$ cat src/rtl/axil_cmd_master.sv
// axil_cmd_master: turns single cmd/rsp transactions into AXI-Lite reads and writes, with a per-handshake timeout
module axil_cmd_master #(
  parameter int unsigned TIMEOUT = 1024
) (
  input  logic        clk_main_a0,
  input  logic        rst_main_n,
  input  logic        cmd_valid,
  output logic        cmd_ready,
  input  logic        cmd_write,
  input  logic [31:0] cmd_addr,
  input  logic [31:0] cmd_wdata,
  input  logic [3:0]  cmd_wstrb,
  output logic        rsp_valid,
  input  logic        rsp_ready,
  output logic [31:0] rsp_rdata,
  output logic [1:0]  rsp_resp,
  output logic        rsp_timeout,
  output logic        awvalid,
  input  logic        awready,
  output logic [31:0] awaddr,
  output logic        wvalid,
  input  logic        wready,
  output logic [31:0] wdata,
  output logic [3:0]  wstrb,
  input  logic        bvalid,
  input  logic [1:0]  bresp,
  output logic        bready,
  output logic        arvalid,
  input  logic        arready,
  output logic [31:0] araddr,
  input  logic        rvalid,
  input  logic [31:0] rdata,
  input  logic [1:0]  rresp,
  output logic        rready,
  output logic [15:0] txn_count,
  output logic [15:0] err_count
);
  typedef enum logic [2:0] {IDLE, WR_REQ, WR_RESP, RD_REQ, RD_DATA, RSP} state_t;
  state_t      state_q, state_d;
  logic        cmd_ready_q, cmd_ready_d;
  logic        awvalid_q, awvalid_d, wvalid_q, wvalid_d, bready_q, bready_d;
  logic        arvalid_q, arvalid_d, rready_q, rready_d;
  logic [31:0] addr_q, addr_d, wdata_q, wdata_d;
  logic [3:0]  wstrb_q, wstrb_d;
  logic        rsp_valid_q, rsp_valid_d, rsp_timeout_q, rsp_timeout_d;
  logic [31:0] rsp_rdata_q, rsp_rdata_d;
  logic [1:0]  rsp_resp_q, rsp_resp_d;
  logic [15:0] tmo_q, tmo_d, txn_q, txn_d, err_q, err_d;
  logic        waiting;
  assign cmd_ready   = cmd_ready_q;
  assign awvalid     = awvalid_q;
  assign awaddr      = addr_q;
  assign wvalid      = wvalid_q;
  assign wdata       = wdata_q;
  assign wstrb       = wstrb_q;
  assign bready      = bready_q;
  assign arvalid     = arvalid_q;
  assign araddr      = addr_q;
  assign rready      = rready_q;
  assign rsp_valid   = rsp_valid_q;
  assign rsp_rdata   = rsp_rdata_q;
  assign rsp_resp    = rsp_resp_q;
  assign rsp_timeout = rsp_timeout_q;
  assign txn_count   = txn_q;
  assign err_count   = err_q;
  assign waiting     = state_q inside {WR_REQ, WR_RESP, RD_REQ, RD_DATA};
  // state and every output register; reset abandons any transaction in flight
  always_ff @(posedge clk_main_a0 or negedge rst_main_n) begin
    if (!rst_main_n) begin
      state_q       <= IDLE;
      cmd_ready_q   <= 1'b0;
      awvalid_q     <= 1'b0;
      wvalid_q      <= 1'b0;
      bready_q      <= 1'b0;
      arvalid_q     <= 1'b0;
      rready_q      <= 1'b0;
      addr_q        <= '0;
      wdata_q       <= '0;
      wstrb_q       <= '0;
      rsp_valid_q   <= 1'b0;
      rsp_rdata_q   <= '0;
      rsp_resp_q    <= '0;
      rsp_timeout_q <= 1'b0;
      tmo_q         <= '0;
      txn_q         <= '0;
      err_q         <= '0;
    end else begin
      state_q       <= state_d;
      cmd_ready_q   <= cmd_ready_d;
      awvalid_q     <= awvalid_d;
      wvalid_q      <= wvalid_d;
      bready_q      <= bready_d;
      arvalid_q     <= arvalid_d;
      rready_q      <= rready_d;
      addr_q        <= addr_d;
      wdata_q       <= wdata_d;
      wstrb_q       <= wstrb_d;
      rsp_valid_q   <= rsp_valid_d;
      rsp_rdata_q   <= rsp_rdata_d;
      rsp_resp_q    <= rsp_resp_d;
      rsp_timeout_q <= rsp_timeout_d;
      tmo_q         <= tmo_d;
      txn_q         <= txn_d;
      err_q         <= err_d;
    end
  end
  // next state and next output values; a timeout overrides whatever the current state wanted
  always_comb begin
    state_d       = state_q;
    awvalid_d     = awvalid_q;
    wvalid_d      = wvalid_q;
    bready_d      = bready_q;
    arvalid_d     = arvalid_q;
    rready_d      = rready_q;
    addr_d        = addr_q;
    wdata_d       = wdata_q;
    wstrb_d       = wstrb_q;
    rsp_valid_d   = rsp_valid_q;
    rsp_rdata_d   = rsp_rdata_q;
    rsp_resp_d    = rsp_resp_q;
    rsp_timeout_d = rsp_timeout_q;
    txn_d         = txn_q;
    err_d         = err_q;
    case (state_q)
      IDLE: if (cmd_valid && cmd_ready_q) begin
        addr_d    = cmd_addr;
        wdata_d   = cmd_wdata;
        wstrb_d   = cmd_wstrb;
        awvalid_d = cmd_write;
        wvalid_d  = cmd_write;
        arvalid_d = !cmd_write;
        state_d   = cmd_write ? WR_REQ : RD_REQ;
      end
      WR_REQ: begin
        awvalid_d = awvalid_q && !awready;
        wvalid_d  = wvalid_q && !wready;
        if (!awvalid_d && !wvalid_d) begin
          bready_d = 1'b1;
          state_d  = WR_RESP;
        end
      end
      WR_RESP: if (bvalid && bready_q) begin
        bready_d      = 1'b0;
        rsp_valid_d   = 1'b1;
        rsp_rdata_d   = '0;
        rsp_resp_d    = bresp;
        rsp_timeout_d = 1'b0;
        state_d       = RSP;
      end
      RD_REQ: if (arready) begin
        arvalid_d = 1'b0;
        rready_d  = 1'b1;
        state_d   = RD_DATA;
      end
      RD_DATA: if (rvalid && rready_q) begin
        rready_d      = 1'b0;
        rsp_valid_d   = 1'b1;
        rsp_rdata_d   = rdata;
        rsp_resp_d    = rresp;
        rsp_timeout_d = 1'b0;
        state_d       = RSP;
      end
      RSP: if (rsp_ready) begin
        rsp_valid_d = 1'b0;
        txn_d       = txn_q + 16'd1;
        err_d       = (rsp_resp_q != 2'b00 || rsp_timeout_q) ? err_q + 16'd1 : err_q;
        state_d     = IDLE;
      end
      default: state_d = IDLE;
    endcase
    if (waiting && tmo_q == 16'(TIMEOUT - 1)) begin
      awvalid_d     = 1'b0;
      wvalid_d      = 1'b0;
      bready_d      = 1'b0;
      arvalid_d     = 1'b0;
      rready_d      = 1'b0;
      rsp_valid_d   = 1'b1;
      rsp_rdata_d   = '0;
      rsp_resp_d    = 2'b10;
      rsp_timeout_d = 1'b1;
      state_d       = RSP;
    end
    tmo_d       = (state_d != state_q || !waiting) ? 16'd0 : tmo_q + 16'd1;
    cmd_ready_d = (state_d == IDLE);
  end
endmodule

$ cat config.mk
export PLATFORM = sky130hd
export DESIGN_NAME = axil_cmd_master
export DESIGN_NICKNAME = d
export VERILOG_FILES = /design/src/rtl/axil_cmd_master.sv
export SDC_FILE = /design/constraint.sdc
export NUM_CORES = 1
export LEC_CHECK = 0
export CORE_ASPECT_RATIO = 1.4
export CORE_MARGIN = 3
export CORE_UTILIZATION = 30
export CTS_BUF_LIST = sky130_fd_sc_hd__clkbuf_4 sky130_fd_sc_hd__clkbuf_8
export CTS_CLUSTER_DIAMETER = 100
export DETAILED_ROUTE_END_ITERATION = 10
export PLACE_DENSITY = 0.67
export SETUP_SLACK_MARGIN = 0.4
export SLEW_MARGIN = 0
export SYNTH_ARGS = -nofsm -noshare
export SYNTH_HDL_FRONTEND = slang
export SYNTH_SLANG_ARGS = --single-unit
$ cat constraint.sdc
create_clock -name clk_main_a0 -period 2.5 [get_ports clk_main_a0]
set_clock_uncertainty 0.15 [all_clocks]
set_input_delay 0.375 -clock clk_main_a0 [delete_from_list [all_inputs] [get_ports clk_main_a0]]
set_output_delay 0.375 -clock clk_main_a0 [all_outputs]
set_load 0.01 [all_outputs]
### After elaboration in Yosys (flattened, before gate mapping)

Index checks and enable logic that the tools add are counted.
W data, S select, Z words.

| word-level totals | value |
|---|---|
| bits in registers | 161 |
| bits of input ports | 114 |
| output and inout bits | 174 |
| logic and storage cells | 109 |

| cells by class | value |
|---|---|
| add/subtract/negate cells | 3 |
| equality and inequality tests | 13 |
| mux-type cells | 42 |
| reductions and logical operators | 34 |

Operator list:

| operator | count |
|---|---|
| $mux W32 | 3 |
| $pmux W32 S2 | 1 |
| $add A16 B1 Y16 const B | 3 |
| $mux W3 | 7 |
| $pmux W3 S6 | 1 |
| $mux W1 | 17 |
| $eq A16 B10 Y1 const B | 1 |
| $mux W16 | 1 |
| $reduce_and A3 Y1 | 5 |
| $reduce_bool A3 Y1 | 5 |
| $pmux W1 S2 | 6 |
| $ne A3 B1 Y1 const B | 3 |
| $mux W2 | 4 |
| $reduce_bool A4 Y1 | 2 |
| $logic_and A1 B1 Y1 | 7 |
| $eq A3 B2 Y1 const B | 2 |
| $eq A3 B3 Y1 const B | 2 |
| $logic_not A1 Y1 | 6 |
| $logic_not A3 Y1 | 2 |
| $ne A3 B3 Y1 const B | 2 |
| $reduce_and A2 Y1 | 3 |
| $pmux W2 S2 | 1 |
| $reduce_and A4 Y1 | 1 |
| $eq A3 B1 Y1 const B | 1 |
| other kinds (5) | 6 |

### Longest topological paths before layout

Gate-level depths: netlist (run 1).

| depth | value |
|---|---|
| depth in word-level cells | 10 |
| mapped depth | 8 |
| gate-level depth less buffers | 6 |

### Worst setup path before layout (run 1)

No wires, ideal clock.

| path | value |
|---|---|
| path kind | register -> register |
| from | register tmo_q[0] |
| to | register tmo_q[10] |
| arrival | 1.846 ns |
| slack | 0.435 ns |
| stages on the path, launching flop included | 9 |
| cells stage by stage | dfrtp_1 > ha_1 > nand2_1 > nor3_2 > and2_4 > or4_1 > buf_2 > buf_12 > nor2_4 |

| on the way | value |
|---|---|
| word-level cells in the longest chain between the ends | 6 |
| elaborated cells between the ends (all ways) | 7 |
| those cells by class | add/sub (1); eq/ne (2); mux (2); reduce/logical (2) |

Ends and longest elaborated chain:

| element | line | source |
|---|---|---|
| from (decl) | 48 | `logic [15:0] tmo_q, tmo_d, txn_q, txn_d, err_q, err_d;` |
| from (signal assigned) | 102 | `tmo_q <= tmo_d;` |
| branches (longest 5 deep; another with $add A16 B1 Y16) | n/a |  |
| $mux W16 * | 183 | `tmo_d = (state_d != state_q \|\| !waiting) ? 16'd0 : tmo_q + 16'd1;` |
| net tmo_d[10] | 48 |  |

Mark *: on every way through the listed nets, which the timed path passes.
A chain may end at the register's enable or synchronous reset.

### Worst setup path after layout (run 1)

| path | value |
|---|---|
| from | register state_q[1] |
| to | register tmo_q[2] |

| on the way | value |
|---|---|
| word-level cells in the longest chain between the ends | 7 |
| elaborated cells between the ends (all ways) | 20 |
| those cells by class | eq/ne (6); mux (9); reduce/logical (5) |

Ends and longest elaborated chain:

| element | line | source |
|---|---|---|
| from (decl) | 39 | `state_t state_q, state_d;` |
| from (signal assigned) | 88 | `state_q <= state_d;` |
| $eq A3 B1 Y1 (tied with other cells) | 66, 124 |  |
| $reduce_bool A4 Y1 | 66 | `assign waiting = state_q inside {WR_REQ, WR_RESP, RD_REQ, RD_DATA};` |
| $logic_and A1 B1 Y1 | 171 | `if (waiting && tmo_q == 16'(TIMEOUT - 1)) begin` |
| $mux W3 | 171 |  |
| $ne A3 B3 Y1 | 183 |  |
| $logic_or A1 B1 Y1 * | 183 |  |
| $mux W16 * | 183 |  |
| net tmo_d[2] | 48 |  |

The timed path passes the listed nets; every way through them passes the cells marked *.

==> results of run 1 <==
[cells in the final DEF, fill, tap and decap left out, types with 9 or more instances in the layout]
| master | instances |
|---|---|
| sky130_fd_sc_hd__nor2_1 | 27 |
| sky130_fd_sc_hd__nand4_1 | 13 |
| sky130_fd_sc_hd__o21ai_0 | 27 |
| sky130_fd_sc_hd__buf_4 | 18 |
| sky130_fd_sc_hd__xor2_1 | 19 |
| sky130_fd_sc_hd__mux2_2 | 69 |
| sky130_fd_sc_hd__inv_1 | 9 |
| sky130_fd_sc_hd__nor2_4 | 10 |
| sky130_fd_sc_hd__clkdlybuf4s50_1 | 286 |
| sky130_fd_sc_hd__xnor2_1 | 25 |
| sky130_fd_sc_hd__and3_1 | 9 |
| sky130_fd_sc_hd__nand3_1 | 17 |
| sky130_fd_sc_hd__o21ai_1 | 9 |
| sky130_fd_sc_hd__clkbuf_8 | 18 |
| sky130_fd_sc_hd__nand2_1 | 92 |
| sky130_fd_sc_hd__dfrtp_1 | 154 |
[worst max-delay path, cell delays in order, from the launching register on]
cell	delay (ns)
sky130_fd_sc_hd__dfrtp_2	0.45
sky130_fd_sc_hd__buf_6	0.14
sky130_fd_sc_hd__nand2b_4	0.15
sky130_fd_sc_hd__o221ai_2	0.13
sky130_fd_sc_hd__o22ai_1	0.10
sky130_fd_sc_hd__or4_4	0.60
sky130_fd_sc_hd__buf_12	0.17
sky130_fd_sc_hd__nor2_1	0.10
[metrics by stage]
step / power [uW] / cell area (um2) / util [%] / std cells / setup WS (ns)
finish: 11400 / 10700 / 47.2 / 1198 / 0.440
floorplan: 6610 / 6980 / - / 603 / 0.435
global route: 12100 / 10700 / 47.2 / 1197 / 0.351
global placement: 9340 / 10100 / 44.5 / 1153 / 0.0738
CTS: 11400 / 10600 / 46.5 / 1191 / 0.397
detailed placement: 9420 / 10100 / 44.5 / 1153 / 0.0720
[cells by family (layout without fill, tap and decap cells)]
kind of cell / after synthesis / count (layout) / share of synthesized area [%]
AOI/OAI and AO/OA: 58 / 58 / 4.66
muxes: 70 / 70 / 11.3
other: 0 / 1 / 0
adders and majority gates: 3 / 3 / 0.538
buffers and inverters: 67 / 360 / 5.93
and+or+nand+nor: 200 / 200 / 14.3
xor gates and xnor gates: 44 / 44 / 5.52
DFF: 161 / 161 / 57.7
[routing by layer]
metal | vias up | GRT usage, %
li1 | 2575 | -
met2 | 142 | 28.7
met5 | - | 0
met3 | 30 | 3.51
met1 | 2631 | 17.0
met4 | 0 | 6.66
[layout make-up]
type                       count  area, um2  share of cell area [%]
clock buffer                  21        270                    2.52
timing repair buffer         318       3250                    30.3
multi-input combinational    375       2630                    24.6
tap                          301        377                    3.52
sequential                   161       4040                    37.7
antenna                        1       2.50                  0.0234
inverter                      10       37.5                   0.350
clock inverter                11        108                    1.00
[path summary, 6_finish.rpt]
check	depth (start not counted)	to	from
worst min register to register	1	err_count[15]$_DFFE_PN0P_	err_count[15]$_DFFE_PN0P_
min in group clk_main_a0	3	rsp_rdata[23]$_DFFE_PN0P_	rdata[23]
worst min-delay path	2	araddr[26]$_DFFE_PN0P_	rst_main_n
worst max register to register	7	tmo_q[2]$_DFF_PN0_	state_q[1]$_DFF_PN0_
worst max-delay path	7	tmo_q[2]$_DFF_PN0_	state_q[1]$_DFF_PN0_
max in group asynchronous	3	wdata[16]$_DFFE_PN0P_	rst_main_n
[repair_timing]
| item | in CTS | in global routing |
|---|---|---|
| hold buffers | 1 | 0 |
| endpoints found under the setup margin | 44 | 116 |
| resized for setup | 8 | 24 |
| setup buffers | 4 | 5 |
| cloned | 1 | 1 |
| pin swaps | 0 | 13 |
| endpoints found under the hold margin | 43 | 0 |
[registers in the layout (all words and copies together), names as in the netlist]
register     count
err_count       16
rsp_rdata       32
rsp_resp         2
rsp_valid        1
rready           1
wdata           32
tmo_q           16
wstrb            4
bready           1
wvalid           1
state_q          3
araddr          32
awvalid          1
txn_count       16
rsp_timeout      1
cmd_ready        1
arvalid          1
[where the power goes]
part	switching, uW	total, uW	internal, uW
clock	985	1840	852
combinational	2200	5410	3210
sequential	611	4140	3520
total	3790	11400	7590
==> metrics, run 1 <==
run status=finished, final reports clean; worst max-slew margin expressed relative to the limit=57.2%; proportion of synthesized chip area in sequential cells=57.7%; routed metal-1 wirelength=7.33 mm; per-cell via count in the routed design=4.49; Final #Nets=1000; top layer used by detailed routing=met4; final worst hold slack=0.244 ns; Port Buffer Count=287; final setup vio count=0; Gate Count Post-Synth=roughly 600; Crit path arrival time=2.30 ns; clock root cell=sky130_fd_sc_hd__clkbuf_8; Max Freq=486 MHz; endpoint kind of the worst setup timing path=register; clock transition time at the flip-flop clock pins of the worst setup and hold paths=0.09 ns; proportion of netlist area held by the largest area contributor=57.7%; Netlist cell types=50; Critical Path Source Type=register; Slew Limit Fails=0; I/O Pins=288; CTS tree=built; Global Route Usage Sum=15.6%; Routed WL=19.6 mm; class of the tightest hold or removal check=primary input to asynchronous set/reset pin; number of synthesized flops with an enable pin=0; required time at the endpoint of the critical path=2.74 ns; most common library cells after synthesis=sky130_fd_sc_hd__dfrtp_1 (161), sky130_fd_sc_hd__nand2_1 (92), sky130_fd_sc_hd__mux2_2 (69); CP Class=register to register; Avg WL per Cell=16.3 um; antenna violations before repair=0; largest voltage drop on the vdd net=0.543 mV; setup repair after global routing missed its margin=true; RePlAce Congestion=0.840; Antenna Violating Nets Remaining=0; pin count of the biggest net entering global routing=71; proportion of layout cells with a drive suffix above 1=19.0%; total clock buffers created by CTS=17; H-tree levels=4; final hold violations=0; actual transition at the worst max-transition pin=0.637 ns; detailed-routed wire length on met3=829 um; starting density of the core=30.8%; placeable core area=22700 um2; global-route wire length before repair=30.5 mm; metal2 WL=around 11 mm; Starting DRT DRC Count=188; setup tns final=0 ns; number of synthesized register bits=161; most common cell in the netlist=sky130_fd_sc_hd__dfrtp_1; leakage dissipation=around 0.0044 uW; insertion delay to the later sink of the worst-skew pair=about 0.45 ns; register-to-register setup slack=about 0.44 ns; # Max-Cap Violations=0; width of the die=135 um; DR DRC count=0; post-synthesis cell type with the largest combined area=sky130_fd_sc_hd__dfrtp_1; Main synth FF type=sky130_fd_sc_hd__dfrtp_1; number of core rows=65; largest cells by area after synthesis=sky130_fd_sc_hd__dfrtp_1 (58%), sky130_fd_sc_hd__mux2_2 (11%), sky130_fd_sc_hd__nand2_1 (4.9%), sky130_fd_sc_hd__buf_4 (3.7%), sky130_fd_sc_hd__xnor2_1 (3.1%); Post-Synthesis Cell Area=roughly 7000 um2; final HPWL from detailed placement=around 15 mm; CTS max path bufs=2; number of filler cells placed in the layout=roughly 2100; power per cell area=1060 nW/um2; top fanout value on the critical path=8; via count=roughly 5400; share of the clock period used by the worst path=82.4%; net count after synthesis=720; die height=186 um; clk sink count=161; FFs w/ async S/R, synth=100%; synth-to-layout area growth=53.5%; 1st-pass router iterations=4; GR Overflow Total=0; post-layout minimum cycle time=2.06 ns; mean area per synthesized cell=between 10 and 15 um2; Die Footprint=25200 um2; count of warnings emitted by yosys=0; via count of the first global-routing pass=5455
(Power assumes the default switching activity.)
==> inputs of run 2 (changes only) <==
PLACE_DENSITY = 0.7   (was 0.67)
clock period = 1.7 ns   (was 2.5 ns; I/O delays follow)
==> run 2 against run 1 <==
- the flow now finishes with violations (negative setup slack)
- count of clock-buffer cells in the layout increased by 2
- first-iteration DRC count unchanged
- core utilization grew 10 points
- sequential share of layout area shrank 6.6 points
- fmax fell by 3.9%
- via count up 18%
- global-route usage rose by 2.5 points
- flip-flop and latch count unchanged
- highest routed layer unchanged
- die area is the same
- cell area up 21%
- register-to-register slack worse by 0.88 ns
==> metrics, run 2 (synthesis gave the netlist of run 1 again) <==
total clock buffers created by CTS=17 (unchanged); 1st-pass router iterations=4 (unchanged); final setup vio count=158 (+158); class of the tightest hold or removal check=primary input to asynchronous set/reset pin; post-layout minimum cycle time=2.14 ns (+0.0836 ns); run status=finished with violations; Antenna Violating Nets Remaining=0 (unchanged); CP Class=register to register; clock transition time at the flip-flop clock pins of the worst setup and hold paths=0.09 ns (about the same); Max Freq=467 MHz (-3.9%); CTS max path bufs=2 (unchanged); Critical Path Source Type=register; final HPWL from detailed placement=14.9 mm (+1.5%); RePlAce Congestion=0.791 (-5.8%); pin count of the biggest net entering global routing=53 (-25%); power per cell area=1570 nW/um2 (+48%); setup repair after global routing missed its margin=true; dpl cells=1216 (+5.5%); Final #Nets=1209 (+21%); share of the clock period used by the worst path=126% (+44 points); placeable core area=22700 um2 (unchanged); largest voltage drop on the vdd net=0.887 mV (+63%); top fanout value on the critical path=9 (+1); proportion of layout cells with a drive suffix above 1=53.5% (+35 points); required time at the endpoint of the critical path=1.88 ns (-0.86 ns); Finished Core Util=57.2% (+10 points); CTS tree=built; multi-input combinational cell area=3110 um2 (+18%); number of core rows=65 (unchanged); most used cells in the layout excluding fill and tap cells=sky130_fd_sc_hd__buf_6 (168), sky130_fd_sc_hd__dfrtp_1 (156), sky130_fd_sc_hd__buf_4 (139); actual transition at the worst max-transition pin=0.408 ns (-0.230 ns); antenna violations before repair=0 (unchanged); GR Overflow Total=0 (unchanged); H-tree levels=4 (unchanged); via count=6359 (+18%); Port Buffer Count=287 (unchanged); final hold violations=0 (unchanged); endpoint kind of the worst setup timing path=register; Crit path arrival time=2.33 ns (+0.03 ns); violations in the final reports=negative setup slack; Antenna Cells=0 (-1); fin worst setup slack=-0.443 ns (-0.884 ns); width of the die=135 um (unchanged); per-cell via count in the routed design=4.53 (+0.82%); largest stage delay on the critical path=0.47 ns (-0.13 ns); cell with the largest stage delay on the worst path=sky130_fd_sc_hd__dfrtp_2; commonest non-fill, non-tap cell in the layout=sky130_fd_sc_hd__buf_6; Avg WL per Cell=17.0 um (+4.1%); Global Route Usage Sum=18.2% (+2.5 points); Slew Limit Fails=0 (unchanged); Die Footprint=25200 um2 (unchanged); clock root cell=sky130_fd_sc_hd__clkbuf_8; flip-flop and latch area=4040 um2 (about the same); Routed WL=23.9 mm (+22%); synth-to-layout area growth=86.0%; insertion delay to the later sink of the worst-skew pair=0.46 ns (about the same); number of filler cells placed in the layout=1840 (-12%); DR DRC count=0 (unchanged); leakage dissipation=0.00628 uW (+42%); clk sink count=161 (unchanged); worst max-slew margin expressed relative to the limit=72.7% (+16 points); Final Non-Filler Cells=1405 (+17%); I/O Pins=288 (unchanged); critical path, cell by cell=buf_6 > and4bb_2 > and2_4 > clkbuf_16 > mux2_4; # Max-Cap Violations=0 (unchanged); starting density of the core=30.8% (unchanged); die height=186 um (unchanged); global-route wire length before repair=36.1 mm (+18%); Starting DRT DRC Count=188 (unchanged); via count of the first global-routing pass=6637 (+22%)
## run 2: area by class of cell
class | instances | area share (%)
timing repair buffer | 526 | 38.4
sequential | 161 | 31.1
multi-input combinational | 376 | 24.0
tap | 301 | 2.90
clock buffer | 23 | 2.29
clock inverter | 8 | 0.993
inverter | 10 | 0.308
## run 2: metrics by stage
step / worst slack (ns) / area, um2 / setup TNS, ns / hold WS, ns / total power [uW]
after floorplan: -0.277 / 7500 / -16.64 / -0.191 / 10700
after global placement: -0.613 / 10900 / -57.16 / 0.0193 / 14800
after detailed placement: -0.637 / 10900 / -58.09 / 0.0168 / 14900
after CTS: -0.361 / 12300 / -37.57 / 0.0661 / 19400
after global routing: -0.479 / 13000 / -58.24 / 0.106 / 21500
final: -0.443 / 13000 / -47.60 / 0.0999 / 20400
## run 2: layer usage
metal | global-route usage, % | part of all wire, % | vias to the layer above
met5 | 0 | 0 | -
met4 | 6.90 | 3.1 | 0
met3 | 4.42 | 5.3 | 47
met2 | 32.9 | 55 | 196
met1 | 20.3 | 37 | 3118
li1 | - | - | 2998
## run 2: worst max-delay path: cells and delay by family (launching register included)
family,cells,cell delay [ns]
buffers and inverters,2,0.38
flip-flops,1,0.47
multiplexers,1,0.30
AND/OR/NAND/NOR,2,0.70
## run 2: path summary, 6_finish.rpt
kind | from | endpoint | slack [ns] | depth (start not counted)
worst min register to register | rsp_rdata[8]$_DFFE_PN0P_ | rsp_rdata[8]$_DFFE_PN0P_ | 0.34 | 2
max in group asynchronous | rst_main_n | araddr[29]$_DFFE_PN0P_ | 0.70 | 3
worst max register to register | state_q[1]$_DFF_PN0_ | wdata[23]$_DFFE_PN0P_ | -0.44 | 5
worst min-delay path | rst_main_n | err_count[11]$_DFFE_PN0P_ | 0.1 | 2
worst max-delay path | state_q[1]$_DFF_PN0_ | wdata[23]$_DFFE_PN0P_ | -0.44 | 5
min in group clk_main_a0 | rdata[22] | rsp_rdata[22]$_DFFE_PN0P_ | 0.17 | 3
## run 2: power breakdown
part / switching, uW / internal (uW)
Combinational: 4310 / 6940
Sequential: 971 / 5190
Clock: 1430 / 1610
## run 2: repair_timing
action	in CTS	in global routing
hold endpoints to repair	161	0
setup endpoints to repair	335	335
gates resized for setup	899	61
cloned	6	4
buffers inserted	105	42
pin swaps	30	32
hold buffers	1	0
